===== config.mk =====
export PLATFORM = sky130hd
export DESIGN_NAME = ins_decode_stage_flat
export DESIGN_NICKNAME = d
export VERILOG_FILES = /design/src/rtl/ins_decode_stage_if.sv /design/src/rtl/ins_decode_stage.sv /design/src/flat_wrapper.sv
export SDC_FILE = /design/constraint.sdc
export NUM_CORES = 1
export LEC_CHECK = 0
export BUFFER_PORTS_ARGS = -buffer_cell sky130_fd_sc_hd__buf_2
export CORE_MARGIN = 4
export CORE_UTILIZATION = 55
export DETAILED_ROUTE_END_ITERATION = 8
export PLACE_DENSITY_LB_ADDON = 0.08
export SLEW_MARGIN = 30
export SYNTH_ARGS = -nofsm -noshare
export SYNTH_HDL_FRONTEND = slang
export SYNTH_SLANG_ARGS = --single-unit

===== constraint.sdc =====
create_clock -name clk -period 2.55 [get_ports clk]
set_clock_uncertainty 0.1 [all_clocks]
set_input_delay 0.1275 -clock clk [delete_from_list [all_inputs] [get_ports clk]]
set_output_delay 0.1275 -clock clk [all_outputs]
set_load 0.01 [all_outputs]

===== src/rtl/ins_decode_stage_if.sv =====
// Handshake bundle for the decode stage: upstream instruction in, decoded result out.
interface ins_decode_stage_if #(
    parameter int unsigned XLEN = 32
);
    logic            in_valid;
    logic            in_ready;
    logic [31:0]     ins;
    logic [XLEN-1:0] pc;

    logic            out_valid;
    logic            out_ready;
    logic [6:0]      opcode;
    logic [4:0]      rd;
    logic [2:0]      funct3;
    logic [4:0]      rs1;
    logic [4:0]      rs2;
    logic [6:0]      funct7;
    logic [XLEN-1:0] imm;
    logic [2:0]      fmt;
    logic            rd_we;
    logic [XLEN-1:0] pc_out;

    modport slave (
        input  in_valid, ins, pc, out_ready,
        output in_ready, out_valid, opcode, rd, funct3, rs1, rs2, funct7,
               imm, fmt, rd_we, pc_out
    );

    modport master (
        output in_valid, ins, pc, out_ready,
        input  in_ready, out_valid, opcode, rd, funct3, rs1, rs2, funct7,
               imm, fmt, rd_we, pc_out
    );
endinterface


===== src/rtl/ins_decode_stage.sv =====
// Registered RV32/RV64 instruction decode stage with a 2-entry skid buffer.
// Decode is done on the input side so both OUT and SKID hold decoded entries.
module ins_decode_stage #(
    parameter int unsigned XLEN          = 32,
    parameter int unsigned ILLEGAL_CHECK = 1
) (
    input  logic                  clk,
    input  logic                  rst_n,
    input  logic                  flush,
    ins_decode_stage_if.slave     bus
);

    localparam int unsigned INS_W = 32;
    localparam int unsigned FMT_W = 3;

    localparam logic [FMT_W-1:0] FMT_R   = 3'd0;
    localparam logic [FMT_W-1:0] FMT_I   = 3'd1;
    localparam logic [FMT_W-1:0] FMT_S   = 3'd2;
    localparam logic [FMT_W-1:0] FMT_B   = 3'd3;
    localparam logic [FMT_W-1:0] FMT_U   = 3'd4;
    localparam logic [FMT_W-1:0] FMT_J   = 3'd5;
    localparam logic [FMT_W-1:0] FMT_ILL = 3'd7;

    typedef enum logic [1:0] {
        EMPTY = 2'd0,
        ONE   = 2'd1,
        FULL  = 2'd2
    } state_t;

    state_t state, state_d;

    logic in_ready_q, out_valid_q;
    logic accept, drain;
    logic load_out_new, load_out_skid, load_skid;

    logic [INS_W-1:0] dec_ins;
    logic [FMT_W-1:0] dec_fmt;
    logic [INS_W-1:0] dec_imm32;
    logic [XLEN-1:0]  dec_imm;
    logic             dec_rd_we;

    logic [INS_W-1:0] out_ins,   skid_ins;
    logic [XLEN-1:0]  out_pc,    skid_pc;
    logic [XLEN-1:0]  out_imm,   skid_imm;
    logic [FMT_W-1:0] out_fmt,   skid_fmt;
    logic             out_rd_we, skid_rd_we;

    assign dec_ins = bus.ins;
    assign accept  = bus.in_valid & in_ready_q;
    assign drain   = out_valid_q & bus.out_ready;

    // Format classification, immediate assembly and rd write enable
    always_comb begin
        dec_fmt   = (ILLEGAL_CHECK != 0) ? FMT_ILL : FMT_R;
        dec_imm32 = '0;
        dec_rd_we = 1'b0;

        if (dec_ins[1:0] == 2'b11) begin
            unique case (dec_ins[6:0])
                7'b0110011:                                     dec_fmt = FMT_R;
                7'b0010011, 7'b0000011, 7'b1100111, 7'b1110011: dec_fmt = FMT_I;
                7'b0100011:                                     dec_fmt = FMT_S;
                7'b1100011:                                     dec_fmt = FMT_B;
                7'b0110111, 7'b0010111:                         dec_fmt = FMT_U;
                7'b1101111:                                     dec_fmt = FMT_J;
                default:                                        ;
            endcase
        end

        case (dec_fmt)
            FMT_I: dec_imm32 = {{20{dec_ins[31]}}, dec_ins[31:20]};
            FMT_S: dec_imm32 = {{20{dec_ins[31]}}, dec_ins[31:25], dec_ins[11:7]};
            FMT_B: dec_imm32 = {{19{dec_ins[31]}}, dec_ins[31], dec_ins[7],
                                dec_ins[30:25], dec_ins[11:8], 1'b0};
            FMT_U: dec_imm32 = {dec_ins[31:12], 12'b0};
            FMT_J: dec_imm32 = {{11{dec_ins[31]}}, dec_ins[31], dec_ins[19:12],
                                dec_ins[20], dec_ins[30:21], 1'b0};
            default: dec_imm32 = '0;
        endcase

        case (dec_fmt)
            FMT_R, FMT_I, FMT_U, FMT_J: dec_rd_we = (dec_ins[11:7] != 5'd0);
            default:                    dec_rd_we = 1'b0;
        endcase
    end

    assign dec_imm = XLEN'($signed(dec_imm32));

    // Next-state and load selection
    always_comb begin
        state_d       = state;
        load_out_new  = 1'b0;
        load_out_skid = 1'b0;
        load_skid     = 1'b0;

        if (flush) begin
            state_d = EMPTY;
        end else begin
            unique case (state)
                EMPTY: begin
                    if (accept) begin
                        state_d      = ONE;
                        load_out_new = 1'b1;
                    end
                end
                ONE: begin
                    if (accept && drain) begin
                        load_out_new = 1'b1;
                    end else if (accept) begin
                        state_d   = FULL;
                        load_skid = 1'b1;
                    end else if (drain) begin
                        state_d = EMPTY;
                    end
                end
                FULL: begin
                    // in_ready is low here, so only a drain can happen
                    if (drain) begin
                        state_d       = ONE;
                        load_out_skid = 1'b1;
                    end
                end
                default: state_d = EMPTY;
            endcase
        end
    end

    always_ff @(posedge clk or negedge rst_n) begin
        if (!rst_n) begin
            state       <= EMPTY;
            in_ready_q  <= 1'b1;
            out_valid_q <= 1'b0;
        end else begin
            state       <= state_d;
            in_ready_q  <= (state_d != FULL);
            out_valid_q <= (state_d != EMPTY);
        end
    end

    // OUT register: fresh decode or promoted SKID entry
    always_ff @(posedge clk or negedge rst_n) begin
        if (!rst_n) begin
            out_ins   <= '0;
            out_pc    <= '0;
            out_imm   <= '0;
            out_fmt   <= '0;
            out_rd_we <= 1'b0;
        end else if (load_out_new) begin
            out_ins   <= dec_ins;
            out_pc    <= bus.pc;
            out_imm   <= dec_imm;
            out_fmt   <= dec_fmt;
            out_rd_we <= dec_rd_we;
        end else if (load_out_skid) begin
            out_ins   <= skid_ins;
            out_pc    <= skid_pc;
            out_imm   <= skid_imm;
            out_fmt   <= skid_fmt;
            out_rd_we <= skid_rd_we;
        end
    end

    always_ff @(posedge clk or negedge rst_n) begin
        if (!rst_n) begin
            skid_ins   <= '0;
            skid_pc    <= '0;
            skid_imm   <= '0;
            skid_fmt   <= '0;
            skid_rd_we <= 1'b0;
        end else if (load_skid) begin
            skid_ins   <= dec_ins;
            skid_pc    <= bus.pc;
            skid_imm   <= dec_imm;
            skid_fmt   <= dec_fmt;
            skid_rd_we <= dec_rd_we;
        end
    end

    assign bus.in_ready  = in_ready_q;
    assign bus.out_valid = out_valid_q;
    assign bus.opcode    = out_ins[6:0];
    assign bus.rd        = out_ins[11:7];
    assign bus.funct3    = out_ins[14:12];
    assign bus.rs1       = out_ins[19:15];
    assign bus.rs2       = out_ins[24:20];
    assign bus.funct7    = out_ins[31:25];
    assign bus.imm       = out_imm;
    assign bus.fmt       = out_fmt;
    assign bus.rd_we     = out_rd_we;
    assign bus.pc_out    = out_pc;

endmodule


===== src/flat_wrapper.sv =====
// flat-port wrapper written by rule: the top's interface ports become plain ports
module ins_decode_stage_flat 
#(
    parameter int unsigned XLEN          = 32,
    parameter int unsigned ILLEGAL_CHECK = 1
)
  (clk, rst_n, flush, bus_in_valid, bus_ins, bus_pc, bus_out_ready, bus_in_ready, bus_out_valid, bus_opcode, bus_rd, bus_funct3, bus_rs1, bus_rs2, bus_funct7, bus_imm, bus_fmt, bus_rd_we, bus_pc_out);
  ins_decode_stage_if #(.XLEN(XLEN)) bus_i ();
  input  logic clk;
  input  logic rst_n;
  input  logic flush;
  input wire logic [$bits(bus_i.in_valid)-1:0] bus_in_valid;
  input wire logic [$bits(bus_i.ins)-1:0] bus_ins;
  input wire logic [$bits(bus_i.pc)-1:0] bus_pc;
  input wire logic [$bits(bus_i.out_ready)-1:0] bus_out_ready;
  output wire logic [$bits(bus_i.in_ready)-1:0] bus_in_ready;
  output wire logic [$bits(bus_i.out_valid)-1:0] bus_out_valid;
  output wire logic [$bits(bus_i.opcode)-1:0] bus_opcode;
  output wire logic [$bits(bus_i.rd)-1:0] bus_rd;
  output wire logic [$bits(bus_i.funct3)-1:0] bus_funct3;
  output wire logic [$bits(bus_i.rs1)-1:0] bus_rs1;
  output wire logic [$bits(bus_i.rs2)-1:0] bus_rs2;
  output wire logic [$bits(bus_i.funct7)-1:0] bus_funct7;
  output wire logic [$bits(bus_i.imm)-1:0] bus_imm;
  output wire logic [$bits(bus_i.fmt)-1:0] bus_fmt;
  output wire logic [$bits(bus_i.rd_we)-1:0] bus_rd_we;
  output wire logic [$bits(bus_i.pc_out)-1:0] bus_pc_out;
  assign bus_i.in_valid = bus_in_valid;
  assign bus_i.ins = bus_ins;
  assign bus_i.pc = bus_pc;
  assign bus_i.out_ready = bus_out_ready;
  assign bus_in_ready = bus_i.in_ready;
  assign bus_out_valid = bus_i.out_valid;
  assign bus_opcode = bus_i.opcode;
  assign bus_rd = bus_i.rd;
  assign bus_funct3 = bus_i.funct3;
  assign bus_rs1 = bus_i.rs1;
  assign bus_rs2 = bus_i.rs2;
  assign bus_funct7 = bus_i.funct7;
  assign bus_imm = bus_i.imm;
  assign bus_fmt = bus_i.fmt;
  assign bus_rd_we = bus_i.rd_we;
  assign bus_pc_out = bus_i.pc_out;
  ins_decode_stage #(.XLEN(XLEN), .ILLEGAL_CHECK(ILLEGAL_CHECK)) u_core (.clk(clk), .rst_n(rst_n), .flush(flush), .bus(bus_i));
endmodule

==> flow_metrics.tcl <==
set metrics [dict create \
    floorplan.initialDensity 0.564 \
    timing_worst_slew_pin_value_ps 681 \
    finish.cell_count_without_fillers 1376 \
    grt_pass1_wl_um 38400 \
    drt_drc_violations_left 0 \
    report.final.slew_viol_count 0 \
    grt_setup_unrepaired "false" \
    synth_area_leaders "dfrtp_1, nand2_1, a22oi_1, o21ai_0, a21oi_1" \
    synth_seq_cells 204 \
    cts.htree.levels 1 \
    slew-limit-headroom 0.546 \
    hold_path.startpoint "bus_ins[4]" \
    cts-resized-gates 0 \
    insertion_delay_ps 480 \
    setup_slack_of_the_worst_register_to_register_path_ps 440 \
    netlist_top_cells_count "nand2_1, dfrtp_1, a22oi_1, o21ai_0, clkbuf_1" \
    fin_crit_ps 2110 \
    cts_hold_buffers 66 \
    synthesis.area_um2 8610 \
    holdWs_ps 29.1 \
    timing.critical_path.arrival_ps 2410 \
    top_usage_layer "met2" \
    synth_ff_type "dfrtp_1" \
    initialDrtViolationCount 571 \
    place.gp.congestion 0.825 \
    worstSetupStartpointType "flop" \
    place_hpwl_um 14300 \
    hold_path_depth 3 \
    tritoncts.num_buffers 21 \
    vdd_ir_drop_max_uv 504 \
    maximum_number_of_pins_on_one_net_before_global_route_repair 82 \
    synth_top_area_frac 0.590 \
    globalRouteMet3Util 0.0404 \
    rows 45 \
    outcome "complete, no violations" \
    insertedDiodeCount 0 \
    finalHoldViolCount 0 \
    layout-area-overhead-vs-synth_pct 29.5 \
    io_buffer_count 170 \
    met1_usage 0.375 \
    critical_path_endpoint_category "flop" \
    yosysUniqueCellTypes 46 \
    critical_path_required_ps 2850 \
    vias_per_cell 5.44 \
    timing.final.crit_share 0.827 \
    timing.setup.tns_ps 0 \
    grt_antenna_before_repair 0 \
    io-pin-count 171 \
    dieArea_um2 17700 \
    path_max_fanout 17 \
    portion_of_the_post_synthesis_area_used_by_sequential_elements 0.593 \
    yosysMostFrequentCell "nand2_1" \
    drt_pre_antenna_iters 5 \
    detail-route-antenna-nets 0 \
    pwr_density_cell_nw_per_um2 925 \
    synth_nets 997 \
    preCtsSetupSlack_ps 459 \
    totalWireLength_um 22800 \
    finalSetupViolCount 0 \
    synth_enable_flop_cells 0 \
    die-height_um 133 \
    cts_max_path_buffers 3 \
    cts.clk_slew.worst_paths_ps 60 \
    grtUsageTotal 0.261 \
    r2r-end "u_core.bus.imm[7]" \
    num_vias 7480 \
    clock_root_buffer_master "clkbuf_16" \
    die_width_um 133 \
    numnets_final 1220 \
    setup.worst_path.class "flop to flop" \
    fmax_mhz 474 \
    yosysTopAreaCell "dfrtp_1" \
    first_global_vias 7478 \
    grt_use_met2 0.420 \
    hp-class "input port to flop" \
    grt_overflow_total 0 \
    timing.final.ws_setup_ps 441 \
    core-area_um2 15300 \
    syn-mean-instance-area_um2 9.28 \
    utilization 0.731 \
    number_of_setup_buffers_added_after_cts 0 \
    crit-reg2reg-launch "u_core.state[0]" \
    total_leakage_power_uw 0.00558 \
    postSynth.asyncResetShare 1.00 \
    final_layout_size_suffix_gt1_frac 0.215 \
    clock_tree_from_tritoncts "done" \
    worst_reg_to_reg_path_cell_count 6 \
    yosysWarningCount 0 \
    post_synth_inst_count 928 \
    cts_sinks 204 \
    wl_per_cell_um 16.6 \
    post-place-cells 1273 \
    maxCapViolCount 0 \
    min_delay_worst_endpoint "u_core.skid_ins[4]" \
]
[worst max path at each step]
stage | start | cells after the start | to | slack, ps
finish | u_core.state[0] | 6 | u_core.bus.imm[7] | 440
global route | u_core.state[0] | 6 | u_core.bus.imm[8] | 250
CTS | u_core.state[0] | 6 | u_core.bus.imm[7] | 440
detailed placement | u_core.state[0] | 6 | u_core.bus.imm[7] | 460
global placement | u_core.bus.in_ready | 5 | u_core.bus.imm[16] | 520
floorplan | u_core.state[0] | 7 | u_core.bus.imm[24] | 670
[area by class of cell]
cell class                      count  area (µm²)
Sequential cell                   204        5110
Fill cell                        1139        4110
Multi-Input combinational cell    657        3240
Timing Repair Buffer              262        1820
Clock buffer                       29         586
Tap cell                          211         264
Clock inverter                      8         118
Inverter                            5        18.8
[layer usage]
metal | share of wire | routed length, µm | up-vias
met5 | 0 | 0 | -
met4 | 0.026 | 602 | 0
met3 | 0.058 | 1330 | 41
met2 | 0.47 | 10700 | 253
met1 | 0.45 | 10200 | 3596
li1 | - | - | 3590
[state kept, by name, summed over array words and instances (netlist names)]
| signal | cells |
|---|---|
| u_core.skid_fmt | 3 |
| u_core.bus.fmt | 3 |
| u_core.out_ins | 32 |
| u_core.skid_pc | 32 |
| u_core.bus.rd_we | 1 |
| u_core.state | 2 |
| u_core.bus.imm | 32 |
| u_core.bus.out_valid | 1 |
| u_core.skid_rd_we | 1 |
| u_core.bus.pc_out | 32 |
| u_core.skid_ins | 32 |
| u_core.bus.in_ready | 1 |
| u_core.skid_imm | 32 |
[logic make-up (layout without fill, tap and decap cells)]
logic type | after synthesis | in the layout | synth area share
AO/OA/AOI/OAI | 201 | 201 | 0.153
XOR/XNOR | 1 | 1 | 0.00102
buffers and inverters | 67 | 304 | 0.0347
flip-flops | 204 | 204 | 0.593
multiplexers | 1 | 1 | 0.00131
AND/OR/NAND/NOR | 454 | 454 | 0.217
[where the power goes]
part           internal, µW  switching, µW
registers              4300            597
clock network          1910           1220
logic                   983           1300
[metrics by stage]
stage	area [µm²]	power, µW
floorplan	8610	6100
global placement	9790	7040
detailed placement	9790	7140
CTS	11100	10400
global route	11100	10900
finish	11100	10300
[critical path, cell delays in order (launching register included)]
cell,delay [ps]
dfrtp_1,400
nand2b_1,200
or3_1,630
nand2_1,210
buf_4,220
o22ai_1,100
a21oi_1,150
[layout by cell type, fill, tap and decap left out, types with 3 or more instances in the layout]
| master | count |
|---|---|
| buf_12 | 8 |
| a31oi_1 | 21 |
| and3b_1 | 3 |
| a22oi_1 | 66 |
| clkbuf_1 | 5 |
| dfrtp_1 | 203 |
| dlygate4sd3_1 | 66 |
| a21oi_2 | 8 |
| bufinv_16 | 3 |
| nand3_1 | 6 |
| or3_1 | 23 |
| nand2_1 | 368 |
| buf_2 | 169 |
| buf_4 | 18 |
| o21a_1 | 3 |
| clkbuf_16 | 21 |
| clkbuf_8 | 4 |
| o22ai_1 | 11 |
| o21ai_0 | 47 |
| nor3_1 | 4 |
| nor2_1 | 29 |
| clkinv_2 | 4 |
| a21oi_1 | 30 |
| inv_1 | 5 |
Power figures use the tool's default switching activity.
